### src/rtl/shift_pkg.sv
// Shared mode and direction encodings for the universal shift register.
package shift_pkg;

  typedef enum logic [1:0] {
    MODE_HOLD = 2'b00,
    MODE_SHR  = 2'b01,
    MODE_SHL  = 2'b10,
    MODE_LOAD = 2'b11
  } shift_mode_t;

  typedef enum logic {
    DIR_RIGHT = 1'b0,
    DIR_LEFT  = 1'b1
  } shift_dir_t;

endpackage

### src/rtl/usr_bit_cell.sv
// One register bit: 4:1 next-value mux (hold / right-neighbour / left-neighbour / load)
// feeding a flop with synchronous reset to its own reset bit.
module usr_bit_cell
  import shift_pkg::*;
#(
  parameter logic RESET_BIT = 1'b0
) (
  input  logic       clk,
  input  logic       reset,
  input  logic       i_en,
  input  logic [1:0] i_mode,
  input  logic       i_from_left,
  input  logic       i_from_right,
  input  logic       i_d,
  output logic       o_q
);

  logic r_q;
  logic w_next;

  always_comb begin
    w_next = r_q;
    if (i_en) begin
      case (shift_mode_t'(i_mode))
        MODE_SHR:  w_next = i_from_left;
        MODE_SHL:  w_next = i_from_right;
        MODE_LOAD: w_next = i_d;
        default:   w_next = r_q;
      endcase
    end
  end

  always_ff @(posedge clk) begin
    if (reset) begin
      r_q <= RESET_BIT;
    end else begin
      r_q <= w_next;
    end
  end

  assign o_q = r_q;

endmodule

### src/rtl/universal_shift_reg.sv
// N-bit universal shift register (hold / shift right / shift left / load) with a
// same-direction shift counter that pulses word_done after every N-th shift.
module universal_shift_reg
  import shift_pkg::*;
#(
  parameter int unsigned    N         = 4,
  parameter logic [N-1:0]   RESET_VAL = '0
) (
  input  logic                  clk,
  input  logic                  reset,
  input  logic                  en,
  input  logic [1:0]            mode,
  input  logic                  si_r,
  input  logic                  si_l,
  input  logic [N-1:0]          d,
  output logic [N-1:0]          q,
  output logic                  so_r,
  output logic                  so_l,
  output logic [$clog2(N)-1:0]  cnt,
  output logic                  word_done
);

  localparam int unsigned    CW   = $clog2(N);
  localparam logic [CW-1:0]  LAST = CW'(N - 1);

  logic [N-1:0]  w_from_left;
  logic [N-1:0]  w_from_right;

  logic [CW-1:0] r_cnt;
  shift_dir_t    r_dir;
  logic          r_done;

  logic [CW-1:0] w_cnt_next;
  shift_dir_t    w_dir_next;
  logic          w_done_next;
  shift_mode_t   w_mode;
  shift_dir_t    w_shift_dir;
  logic          w_is_shift;

  // Edge cells take the serial inputs; interior cells take their neighbours.
  assign w_from_left  = {si_r, q[N-1:1]};
  assign w_from_right = {q[N-2:0], si_l};

  for (genvar k = 0; k < N; k++) begin : g_cell
    usr_bit_cell #(
      .RESET_BIT (RESET_VAL[k])
    ) u_cell (
      .clk          (clk),
      .reset        (reset),
      .i_en         (en),
      .i_mode       (mode),
      .i_from_left  (w_from_left[k]),
      .i_from_right (w_from_right[k]),
      .i_d          (d[k]),
      .o_q          (q[k])
    );
  end

  // Word counter: a direction change restarts the count at 1; load clears it
  // without touching the stored direction.
  always_comb begin
    w_mode      = shift_mode_t'(mode);
    w_is_shift  = en && ((w_mode == MODE_SHR) || (w_mode == MODE_SHL));
    w_shift_dir = (w_mode == MODE_SHL) ? DIR_LEFT : DIR_RIGHT;
    w_cnt_next  = r_cnt;
    w_dir_next  = r_dir;
    w_done_next = 1'b0;
    if (en && (w_mode == MODE_LOAD)) begin
      w_cnt_next = '0;
    end else if (w_is_shift) begin
      w_dir_next = w_shift_dir;
      if (w_shift_dir != r_dir) begin
        w_cnt_next = CW'(1);
      end else if (r_cnt == LAST) begin
        w_cnt_next  = '0;
        w_done_next = 1'b1;
      end else begin
        w_cnt_next = r_cnt + CW'(1);
      end
    end
  end

  always_ff @(posedge clk) begin
    if (reset) begin
      r_cnt  <= '0;
      r_dir  <= DIR_RIGHT;
      r_done <= 1'b0;
    end else begin
      r_cnt  <= w_cnt_next;
      r_dir  <= w_dir_next;
      r_done <= w_done_next;
    end
  end

  assign so_r      = q[0];
  assign so_l      = q[N-1];
  assign cnt       = r_cnt;
  assign word_done = r_done;

endmodule

### config.mk
export PLATFORM = sky130hd
export DESIGN_NAME = universal_shift_reg
export DESIGN_NICKNAME = d
export VERILOG_FILES = /design/src/rtl/shift_pkg.sv /design/src/rtl/usr_bit_cell.sv /design/src/rtl/universal_shift_reg.sv
export SDC_FILE = /design/constraint.sdc
export NUM_CORES = 1
export LEC_CHECK = 0
export ABC_CLOCK_PERIOD_IN_PS = 2400
export CAP_MARGIN = 15
export CORE_AREA = 2 2 39 41
export CTS_CLUSTER_DIAMETER = 30
export DETAILED_ROUTE_END_ITERATION = 16
export DIE_AREA = 0 0 41 43
export PLACE_DENSITY = 0.75
export SYNTH_ARGS = -nofsm -noshare
export SYNTH_HDL_FRONTEND = slang
export SYNTH_HIERARCHICAL = 1
export SYNTH_SLANG_ARGS = --single-unit
### constraint.sdc
create_clock -name clk -period 2.4 [get_ports clk]
set_input_delay 0.36 -clock clk [delete_from_list [all_inputs] [get_ports clk]]
set_output_delay 0.36 -clock clk [all_outputs]
set_load 0.01 [all_outputs]
Yosys cells after proc, flatten, opt, wreduce, memory -nomap -nowiden
Index checks and enable logic that the tools add are counted.
{ "totals": {"input_bits": 11, "regBits": 8, "elab_cells": 31} }
{ "op_classes": {"mux": 8, "eq_ne": 5, "addsub": 1, "bitwise": 2, "n_reduce_logical": 8} }
{ "ops": {"columns": ["op", "n"], "rows": [
  ["$pmux 1 s3", 4],
  ["$eq 2x2->1 const B", 3],
  ["$mux 2", 2],
  ["$reduce_and 2->1", 2],
  ["$reduce_or 4->1", 1],
  ["$reduce_bool 3->1", 1],
  ["$add 2x1->2 const B", 1],
  ["$eq 2x1->1 const B", 1],
  ["$logic_and 1x1->1", 2],
  ["$mux 1", 2],
  ["$not 1->1", 2],
  ["$reduce_or 2->1", 1],
  ["$logic_or 1x1->1", 1],
  ["$ne 1x1->1", 1]
]} }

Longest topological paths before layout
Gate-level depths: netlist of the first run.
{ "depth": {"word_depth": 5, "depth_mapped": 5, "ltp_nobuf": 5} }

Hierarchy
The synthesis of the first run kept the hierarchy.
{ "modules_own_cells": {"columns": ["mod", "seq_area_each_um2", "area_each_um2", "instances", "cells_per_inst"], "rows": [
  ["usr_bit_cell", 20.0, 70.1, 4, 7],
  ["universal_shift_reg", 80.1, 235.2, 1, 27]
]} }

Worst setup path after synthesis of the first run
OpenSTA, ideal clock, no wires.
{ "synth_path": {"path_type": "in2reg", "start": "input port mode[0]", "end": "register r_cnt[1] (netlist: cnt[1])", "t_arrival_ps": 1269, "required_ps": 2330, "slack_ps": 1062, "cell_stages": 5, "setup_ps": 70, "path_cell_list": "inv_1 -> ha_1 -> nand2b_4 -> or3_1 -> a21oi_1"} }
{ "synth_between": {"elab_chain_len": 4} }
{ "synth_rtl": {"columns": ["element", "line_no", "text"], "rows": [
  ["start: declaration", "universal_shift_reg.sv:12", "input logic [1:0] mode,"],
  ["$eq 2x2->1", "universal_shift_reg.sv:63, universal_shift_reg.sv:64", null],
  ["$mux 1", "universal_shift_reg.sv:64", "w_shift_dir = (w_mode == MODE_SHL) ? DIR_LEFT : DIR_RIGHT;"],
  ["$ne 1x1->1", "universal_shift_reg.sv:72", "if (w_shift_dir != r_dir) begin"],
  ["$mux 2", "universal_shift_reg.sv:72", null],
  ["end signal: assignment", "universal_shift_reg.sv:89", "r_cnt <= w_cnt_next;"],
  ["end: declaration", "universal_shift_reg.sv:29", "logic [CW-1:0] r_cnt;"]
]} }
Several ways; a longest one is shown, not always the timed one.
A chain may end at the register's enable or synchronous reset.

Worst setup path in the final report of the first run
Ends and elaborated chain as after synthesis.

==> results.txt, run 1 <==
total number of vias: 467
Ports: 20
Flop pwr share: 0.431
CP Capture Type: flop
CTS tree: done
hold-fix buffers at CTS: 0
maximum vdd drop: 297 uV
Max clock buf depth: 2
Fill cells: 127
unrepaired setup endpoints after global routing: no
Least-Margin Pin Slew: 0.487 ns
Clock power frac: 0.292
Synth Net Count: 69
CP max FO: 4
main area contributors after synthesis: dfxtp_1 (31%), and4bb_1 (9.7%), a311o_1 (7.8%), mux2i_1 (7.8%), ha_1 (7.3%)
Resized Gates After CTS: 0
Placer Congestion: 0.629
reg2reg path depth: 4
ANT nets after route: 0
FF+latch count, synth: 8
PD cells: 460 mW/mm^2
Critical Path Start: mode[0]
Max Fclk: 596 MHz
Placed Cells: 90
Syn Inst Count: 55
Final Cycle Share: 0.699
CORE AREA: 0.00138 mm^2
drt wl/cell: 11.1 um
most common cell after layout, fill and taps aside: clkdlybuf4s50_1
die height: 43 um
Post-layout nets: 93
Worst Clk Skew: 0.00647 ns
Int Power: 0.000254 W
TritonCTS Sinks: 8
Synth top area share: 0.311
postcts setup bufs: 0
Worst setup endpoint: cnt[1]$_SDFFE_PP0P_
final worst slack: 0.722 ns
Leakage Power: 0.306 nW
most frequent cells in the layout: clkdlybuf4s50_1 (19), dfxtp_1 (8), inv_1 (6), o21ai_0 (5)
RR Endpoint: cnt[1]$_SDFFE_PP0P_
post-route setup TNS: 0 ns
H-tree depth: 1
Synth Area per Inst: 9.37 um^2
root buffer cell: clkbuf_4
Starting Density: 0.373
vias per inst: 5.02
DRC Markers: 0
TritonCTS buffer count: 3
CP required: 2.58 ns
GRT Util Overall: 0.150
hpwl dp: 772 um
reg-to-reg critical path startpoint: cnt[0]$_SDFFE_PP0P_
Logic pwr share: 0.277
n_diodes: 0
Final Slew Violations: 0
Max-Cap Viols: 0
share of cells above drive strength 1: 0.130
first-pass GRT wire length: 1790 um
initial antenna violation count: 0
NetSw: 0.0000901 W
status: complete, no violations
Switching Share: 0.262
IO Port Bufs: 19
DRT iter0 DRCs: 10
HP Class: reg -> reg
chip width: 41 um
classification of the worst setup path: in -> reg
Final Critical Period: 1.68 ns
die area: 0.00176 mm^2
FF-to-FF setup slack: 1.20 ns
WP data arrival: 1.86 ns
number of iterations in the first detailed-routing pass: 4
Synthesis Warnings: 6
Seq/Total Area, Yosys: 0.311
largest net degree at the start of global routing: 16
Synth Cell Area: 515 um^2
worst-skew pair later-pin latency: 0.25 ns
total wire length: 1040 um
Worst setup SP type: input pin
vias in the first global route: 416
max_slew headroom: 0.674
Netlist cell types: 19
FP Rows: 14
Setup Viol. Count Final: 0
pre-CTS setup slack: 0.474 ns
Area Growth Syn to Fin: 45.1%
GRT overflow: 0
Final Hold Viols: 0
final hold slack: 0.477 ns
Synth area leader: dfxtp_1
clock-pin transition on the worst setup and hold timing paths: 0.06 ns
fin cells: 93
metrics by stage:
step	utilization	area [um^2]	power (W)
after floorplan	-	515	0.000197
after global placement	0.524	726	0.000246
after detailed placement	0.524	726	0.000247
after CTS	0.541	748	0.000350
after global routing	0.541	748	0.000369
final	0.541	748	0.000344
flip-flops by register name, indices dropped and copies added, names as in the netlist:
name,cells
word_done,1
g_cell.u_cell/o_q,4
cnt,2
r_dir,1
critical path: stages:
cell	delay, ns
clkdlybuf4s50_1	0.48
inv_1	0.05
ha_1	0.30
nand2b_4	0.16
or3_1	0.36
a21oi_1	0.14
metal layers:
metal / global-route usage / part of all wire / wire length (um) / up-vias
li1: - / - / - / 246
met1: 0.199 / 0.49 / 512 / 205
met2: 0.197 / 0.44 / 452 / 14
met3: 0.0471 / 0.058 / 60 / 2
met4: 0.100 / 0.0097 / 10 / 0
met5: 0 / 0 / 0 / -
logic make-up after synthesis:
logic type                 share of synthesized area
AOI/OAI and AO/OA                              0.228
xor gates and xnor gates                      0.0170
adders and majority gates                     0.0728
buffers and inverters                         0.0728
DFF                                            0.311
muxes                                         0.0777
and+or+nand+nor                                0.221
power by group through the flow:
stage / sequential [W] / combinational, W / clock (W)
2_1_floorplan: 0.000153 / 0.0000438 / 0
3_3_place_gp: 0.000151 / 0.0000949 / 0
3_5_place_dp: 0.000152 / 0.0000955 / 0
4_1_cts: 0.000149 / 0.0000962 / 0.000105
5_1_grt: 0.000150 / 0.000105 / 0.000115
6_report: 0.000148 / 0.0000955 / 0.000100
area by class of cell:
type | instances | area [um^2] | share of cell area
multi-input combinational | 39 | 318 | 0.425
timing repair buffer | 21 | 205 | 0.274
sequential | 8 | 160 | 0.214
clock buffer | 3 | 22.5 | 0.0301
inverter | 6 | 22.5 | 0.0301
tap | 16 | 20.0 | 0.0268
how the worst min path moves through the flow:
stage / from / slack (ns) / end / depth (start not counted)
finish: cnt[1]$_SDFFE_PP0P_ / 0.48 / cnt[1]$_SDFFE_PP0P_ / 2
global route: cnt[1]$_SDFFE_PP0P_ / 0.51 / cnt[1]$_SDFFE_PP0P_ / 2
CTS: cnt[1]$_SDFFE_PP0P_ / 0.48 / cnt[1]$_SDFFE_PP0P_ / 2
detailed placement: cnt[1]$_SDFFE_PP0P_ / 0.47 / cnt[1]$_SDFFE_PP0P_ / 2
global placement: cnt[1]$_SDFFE_PP0P_ / 0.46 / cnt[1]$_SDFFE_PP0P_ / 2
floorplan: reset / 0.43 / r_dir$_SDFFE_PP0P_ / 1
synthesized netlist by cell type (all sizes together):
library cell,instances
dfxtp,8
a21oi,6
inv,6
o21ai,5
a311o,4
and4bb,4
mux2i,4
ha,3
nor3,3
buf,2
nand2,2
nor2,2
a21o,1
nand2b,1
nand3b,1
nor2b,1
or3,1
xor2,1
No activity file was read; power rests on OpenSTA's default activity.
==> inputs of run 2 (changes only) <==
--- a/config.mk
+++ b/config.mk
@@ -5,7 +5,7 @@
 export SDC_FILE = /design/constraint.sdc
 export NUM_CORES = 1
 export LEC_CHECK = 0
-export ABC_CLOCK_PERIOD_IN_PS = 2400
+export ABC_CLOCK_PERIOD_IN_PS = 1700
 export CAP_MARGIN = 15
 export CORE_AREA = 2 2 39 41
 export CTS_CLUSTER_DIAMETER = 30
==> constraint.sdc (replaced) <==
create_clock -name clk -period 1.7 [get_ports clk]
set_input_delay 0.255 -clock clk [delete_from_list [all_inputs] [get_ports clk]]
set_output_delay 0.255 -clock clk [all_outputs]
set_load 0.01 [all_outputs]
==> results.txt, run 2 (same netlist as run 1, synthesis figures left out) <==
CORE AREA: 0.00138 mm^2
CP max FO: 5
drt wl/cell: 12.7 um
Post-layout nets: 98
maximum vdd drop: 281 uV
FF-to-FF setup slack: 0.48 ns
Max clock buf depth: 2
CP Capture Type: flop
PD cells: 655 mW/mm^2
vias in the first global route: 505
share of cells above drive strength 1: 0.183
register area: 160 um^2
first-pass GRT wire length: 2110 um
status: complete, no violations
HP Class: reg -> reg
initial antenna violation count: 0
Final Hold Viols: 0
hpwl dp: 865 um
ANT nets after route: 0
reg2reg path depth: 4
Least-Margin Pin Slew: 0.363 ns
hold path cells: 2
fin cells: 98
Largest register FFs: 4
Placed Cells: 95
Ports: 20
total number of vias: 498
most frequent cells in the layout: clkdlybuf4s50_1 (19), dfxtp_1 (8), buf_4 (7), inv_1 (6), o21ai_0 (5)
postcts setup bufs: 0
post-route setup TNS: 0 ns
classification of the worst setup path: in -> reg
Max-Cap Viols: 0
most common cell after layout, fill and taps aside: clkdlybuf4s50_1
DRC Markers: 0
WP data arrival: 1.72 ns
FP Rows: 14
TritonCTS buffer count: 3
total wire length: 1240 um
Max Fclk: 656 MHz
H-tree depth: 1
TritonCTS Sinks: 8
hold-fix buffers at CTS: 0
Worst Clk Skew: 0.00304 ns
CTS tree: done
unrepaired setup endpoints after global routing: no
Starting Density: 0.373
n_diodes: 0
clock-pin transition on the worst setup and hold timing paths: 0.06 ns
placed cell areas: 763 um^2
number of iterations in the first detailed-routing pass: 4
max_slew headroom: 0.757
Final Slew Violations: 0
Area Growth Syn to Fin: 52.4%
Final Cycle Share: 0.897
Resized Gates After CTS: 0
largest net degree at the start of global routing: 14
Placer Congestion: 0.670
vias per inst: 5.08
cell area after layout: 786 um^2
chip width: 41 um
GRT overflow: 0
Setup Viol. Count Final: 0
final core occ: 0.568
root buffer cell: clkbuf_4
Final Critical Period: 1.53 ns
die height: 43 um
final hold slack: 0.485 ns
Leakage Power: 0.330 nW
GRT Util Overall: 0.181
worst-skew pair later-pin latency: 0.26 ns
CP required: 1.89 ns
Fill cells: 130
Worst setup SP type: input pin
area taken by multi-input logic gates: 318 um^2
IO Port Bufs: 19
DRT iter0 DRCs: 3
die area: 0.00176 mm^2
## run 2: cell type report
type / count / area share
multi-input combinational: 39 / 0.404
timing repair buffer: 26 / 0.309
sequential: 8 / 0.204
clock buffer: 3 / 0.0287
inverter: 6 / 0.0287
tap: 16 / 0.0255
## run 2: worst paths after layout
path / startpoint / endpoint
worst min-delay path: g_cell[0].u_cell/o_q$_SDFFE_PP0P_ / g_cell[0].u_cell/o_q$_SDFFE_PP0P_
worst max register to register: cnt[0]$_SDFFE_PP0P_ / cnt[1]$_SDFFE_PP0P_
worst min register to register: g_cell[0].u_cell/o_q$_SDFFE_PP0P_ / g_cell[0].u_cell/o_q$_SDFFE_PP0P_
worst max-delay path: mode[1] / cnt[1]$_SDFFE_PP0P_
## run 2: where the power goes
part | switching (W) | internal (W) | leakage [nW]
registers | 0.0000104 | 0.000199 | 0.0656
logic | 0.0000614 | 0.0000879 | 0.251
clock network | 0.0000748 | 0.0000815 | 0.0138
## run 2: routing by layer
metal  track usage  vias to the layer above  wire length (um)
li1              -                      255                 -
met1         0.223                      225               587
met2         0.281                       18               581
met3        0.0471                        0                73
met4        0.0800                        0                 0
met5             0                        -                 0
## run 2: critical path, stage by stage
cell and delay (ns):
clkdlybuf4s50_1 0.56, ha_1 0.28, nand2b_4 0.14, or3_1 0.35, a21oi_1 0.14
## run 2: through the flow
step	total power, W	setup WS [ns]
3_3_place_gp	0.000359	-0.0469
5_1_grt	0.000547	0.0901
3_5_place_dp	0.000360	-0.0857
2_1_floorplan	0.000278	0.467
6_report	0.000515	0.174
4_1_cts	0.000520	0.181
==> inputs of run 3 (changes only) <==
--- a/config.mk
+++ b/config.mk
@@ -5,13 +5,14 @@
 export SDC_FILE = /design/constraint.sdc
 export NUM_CORES = 1
 export LEC_CHECK = 0
+export ABC_AREA = 1
 export ABC_CLOCK_PERIOD_IN_PS = 1700
 export CAP_MARGIN = 15
-export CORE_AREA = 2 2 39 41
+export CORE_MARGIN = 2
+export CORE_UTILIZATION = 43
 export CTS_CLUSTER_DIAMETER = 30
 export DETAILED_ROUTE_END_ITERATION = 16
-export DIE_AREA = 0 0 41 43
-export PLACE_DENSITY = 0.75
+export PLACE_DENSITY = 0.79
 export SYNTH_ARGS = -nofsm -noshare
 export SYNTH_HDL_FRONTEND = slang
 export SYNTH_HIERARCHICAL = 1
==> results.txt, run 3 <==
XOR/XNOR Fraction of Synth Area: 0
ys async rst share: 0
CTS tree: done
FF+latch count, synth: 8
DRC Markers: 0
Resized Gates After CTS: 0
Setup Viol. Count Final: 0
fin cells: 143
clock-pin transition on the worst setup and hold timing paths: 0.06 ns
CP max FO: 4
Max Fclk: 692 MHz
top_reg_cell synth: dfxtp_1
TritonCTS Sinks: 8
maximum vdd drop: 558 uV
Int Power: 0.000363 W
postcts setup bufs: 0
classification of the worst setup path: reg -> out
total number of vias: 640
FF-to-FF setup slack: 0.73 ns
max_slew headroom: 0.739
ANT nets after route: 0
CP required: 1.44 ns
hold-fix buffers at CTS: 0
vias per inst: 4.48
n_diodes: 0
Seq/Total Area, Yosys: 0.271
most frequent cells after synthesis: nand2_1 (31), inv_1 (25), nand3_1 (14)
Logic pwr share: 0.304
Final Critical Period: 1.44 ns
cell area after layout: 830 um^2
Netlist cell types: 12
TritonCTS buffer count: 3
share of cells above drive strength 1: 0.0547
H-tree depth: 1
PD cells: 620 mW/mm^2
Final Slew Violations: 0
post-route setup TNS: 0 ns
Least-Margin Pin Slew: 0.390 ns
Final Hold Viols: 0
most frequent cells in the layout: nand2_1 (31), inv_1 (25), clkdlybuf4s50_1 (19), nand3_1 (14), nor2_1 (13)
Max clock buf depth: 2
Starting Density: 0.460
total wire length: 1300 um
Synth area leader: dfxtp_1
CP Capture Type: output port
CORE AREA: 0.00128 mm^2
worst-skew pair later-pin latency: 0.25 ns
IO Port Bufs: 19
Synthesis Warnings: 6
Placed Cells: 140
FP Rows: 13
Clock power frac: 0.281
multiplexer share of the synthesized area: 0
WP data arrival: 1.19 ns
unrepaired setup endpoints after global routing: no
final hold slack: 0.542 ns
largest net degree at the start of global routing: 14
main area contributors after synthesis: dfxtp_1 (27%), nand2_1 (20%), inv_1 (16%), nand3_1 (12%), nor2_1 (8.3%)
most frequent cell after synthesis: nand2_1
Post-Synth Adder-Cell Area: 0.0636
Final Cycle Share: 0.850
Area Growth Syn to Fin: 40.5%
Placer Congestion: 0.766
Compound-Gate Fraction of Synth Area: 0.0593
Synth Area per Inst: 5.62 um^2
GRT overflow: 0
chip width: 41.1 um
Critical path buffers and inverters: 1
Synth top area share: 0.271
initial antenna violation count: 0
Synth Net Count: 119
Post-Synth Simple-Gate Area: 0.422
DRT iter0 DRCs: 6
Switching Share: 0.295
first-pass GRT wire length: 1910 um
root buffer cell: clkbuf_4
Fill cells: 131
Flop pwr share: 0.415
placed cell areas: 807 um^2
dominant combinational cell family by area after synthesis: simple AND/OR/NAND/NOR gates
Worst Clk Skew: 0.00639 ns
Leakage Power: 0.451 nW
hpwl dp: 993 um
number of iterations in the first detailed-routing pass: 4
most common cell after layout, fill and taps aside: nand2_1
Post-synth EDFFs: 0
status: complete, no violations
die area: 0.00169 mm^2
peak per-stage delay on the critical path: 0.55 ns
Post-layout nets: 144
HP Class: reg -> reg
drt wl/cell: 9.10 um
slowest cell on the critical path: clkdlybuf4s50_1
Ports: 20
Max-Cap Viols: 0
CP delay by family, top: buffers and inverters
NetSw: 0.000152 W
GRT Util Overall: 0.176
die height: 41.1 um
worst-path cell chain: clkdlybuf4s50_1
vias in the first global route: 489
Synth Cell Area: 591 um^2
Worst setup SP type: flop
Syn Inst Count: 105
Largest register FFs: 4
## run 3: cell count changes after synthesis, moves of 3 or more
cell / change
and4bb_1: -4
nand3_1: +14
nand2_1: +29
a21oi_2: -4
nor2_1: +11
a311o_1: -4
inv_1: +19
nor3_1: -3
mux2i_1: -4
## run 3: path summary, 6_finish.rpt
check                                          from                   to  cells after the start
hold reg to reg                  r_dir$_SDFFE_PP0P_   r_dir$_SDFFE_PP0P_                      4
hold / removal                   r_dir$_SDFFE_PP0P_   r_dir$_SDFFE_PP0P_                      4
setup / recovery  g_cell[2].u_cell/o_q$_SDFFE_PP0P_                 q[2]                      1
setup reg to reg                cnt[0]$_SDFFE_PP0P_  cnt[0]$_SDFFE_PP0P_                      6
## run 3: cell families (layout without fill, tap and decap cells)
family                     Yosys count  count (layout)
AOI/OAI and AO/OA                    7               7
adders and majority gates            3               3
buffers and inverters               27              50
DFF                                  8               8
and+or+nand+nor                     60              60
## run 3: layout make-up
class | count | area, um^2 | share of cell area
Multi-Input combinational cell | 70 | 322 | 0.388
Sequential cell | 8 | 160 | 0.193
Tap cell | 15 | 18.8 | 0.0226
Inverter | 25 | 93.8 | 0.113
Clock buffer | 3 | 22.5 | 0.0271
Timing Repair Buffer | 22 | 213 | 0.256
## run 3: layer usage
metal | wire length [um] | global-route usage
met1 | 660 | 0.213
met2 | 547 | 0.281
met3 | 93 | 0.0543
met4 | 0 | 0.0750
met5 | 0 | 0
## run 3: power by group through the flow
stage / sequential (W) / clock [W] / combinational, W
2_1_floorplan: 0.000221 / 0 / 0.0000756
3_3_place_gp: 0.000217 / 0 / 0.000154
3_5_place_dp: 0.000218 / 0 / 0.000156
4_1_cts: 0.000214 / 0.000150 / 0.000158
5_1_grt: 0.000215 / 0.000160 / 0.000177
6_report: 0.000213 / 0.000145 / 0.000156
## run 3: worst register-to-register path: cells and delay by family (launching register included)
kind / cells / cell delay [ns]
simple gates: 4 / 0.26
buf+inv: 1 / 0.05
flops: 1 / 0.38
fa+ha+maj: 1 / 0.19
## run 3: through the flow
step	worst slack, ns	total power (W)	utilization
CTS	0.239	0.000521	0.646
global route	0.214	0.000552	0.646
global placement	0.150	0.000372	0.628
floorplan	0.679	0.000296	-
finish	0.256	0.000515	0.646
detailed placement	0.119	0.000374	0.628
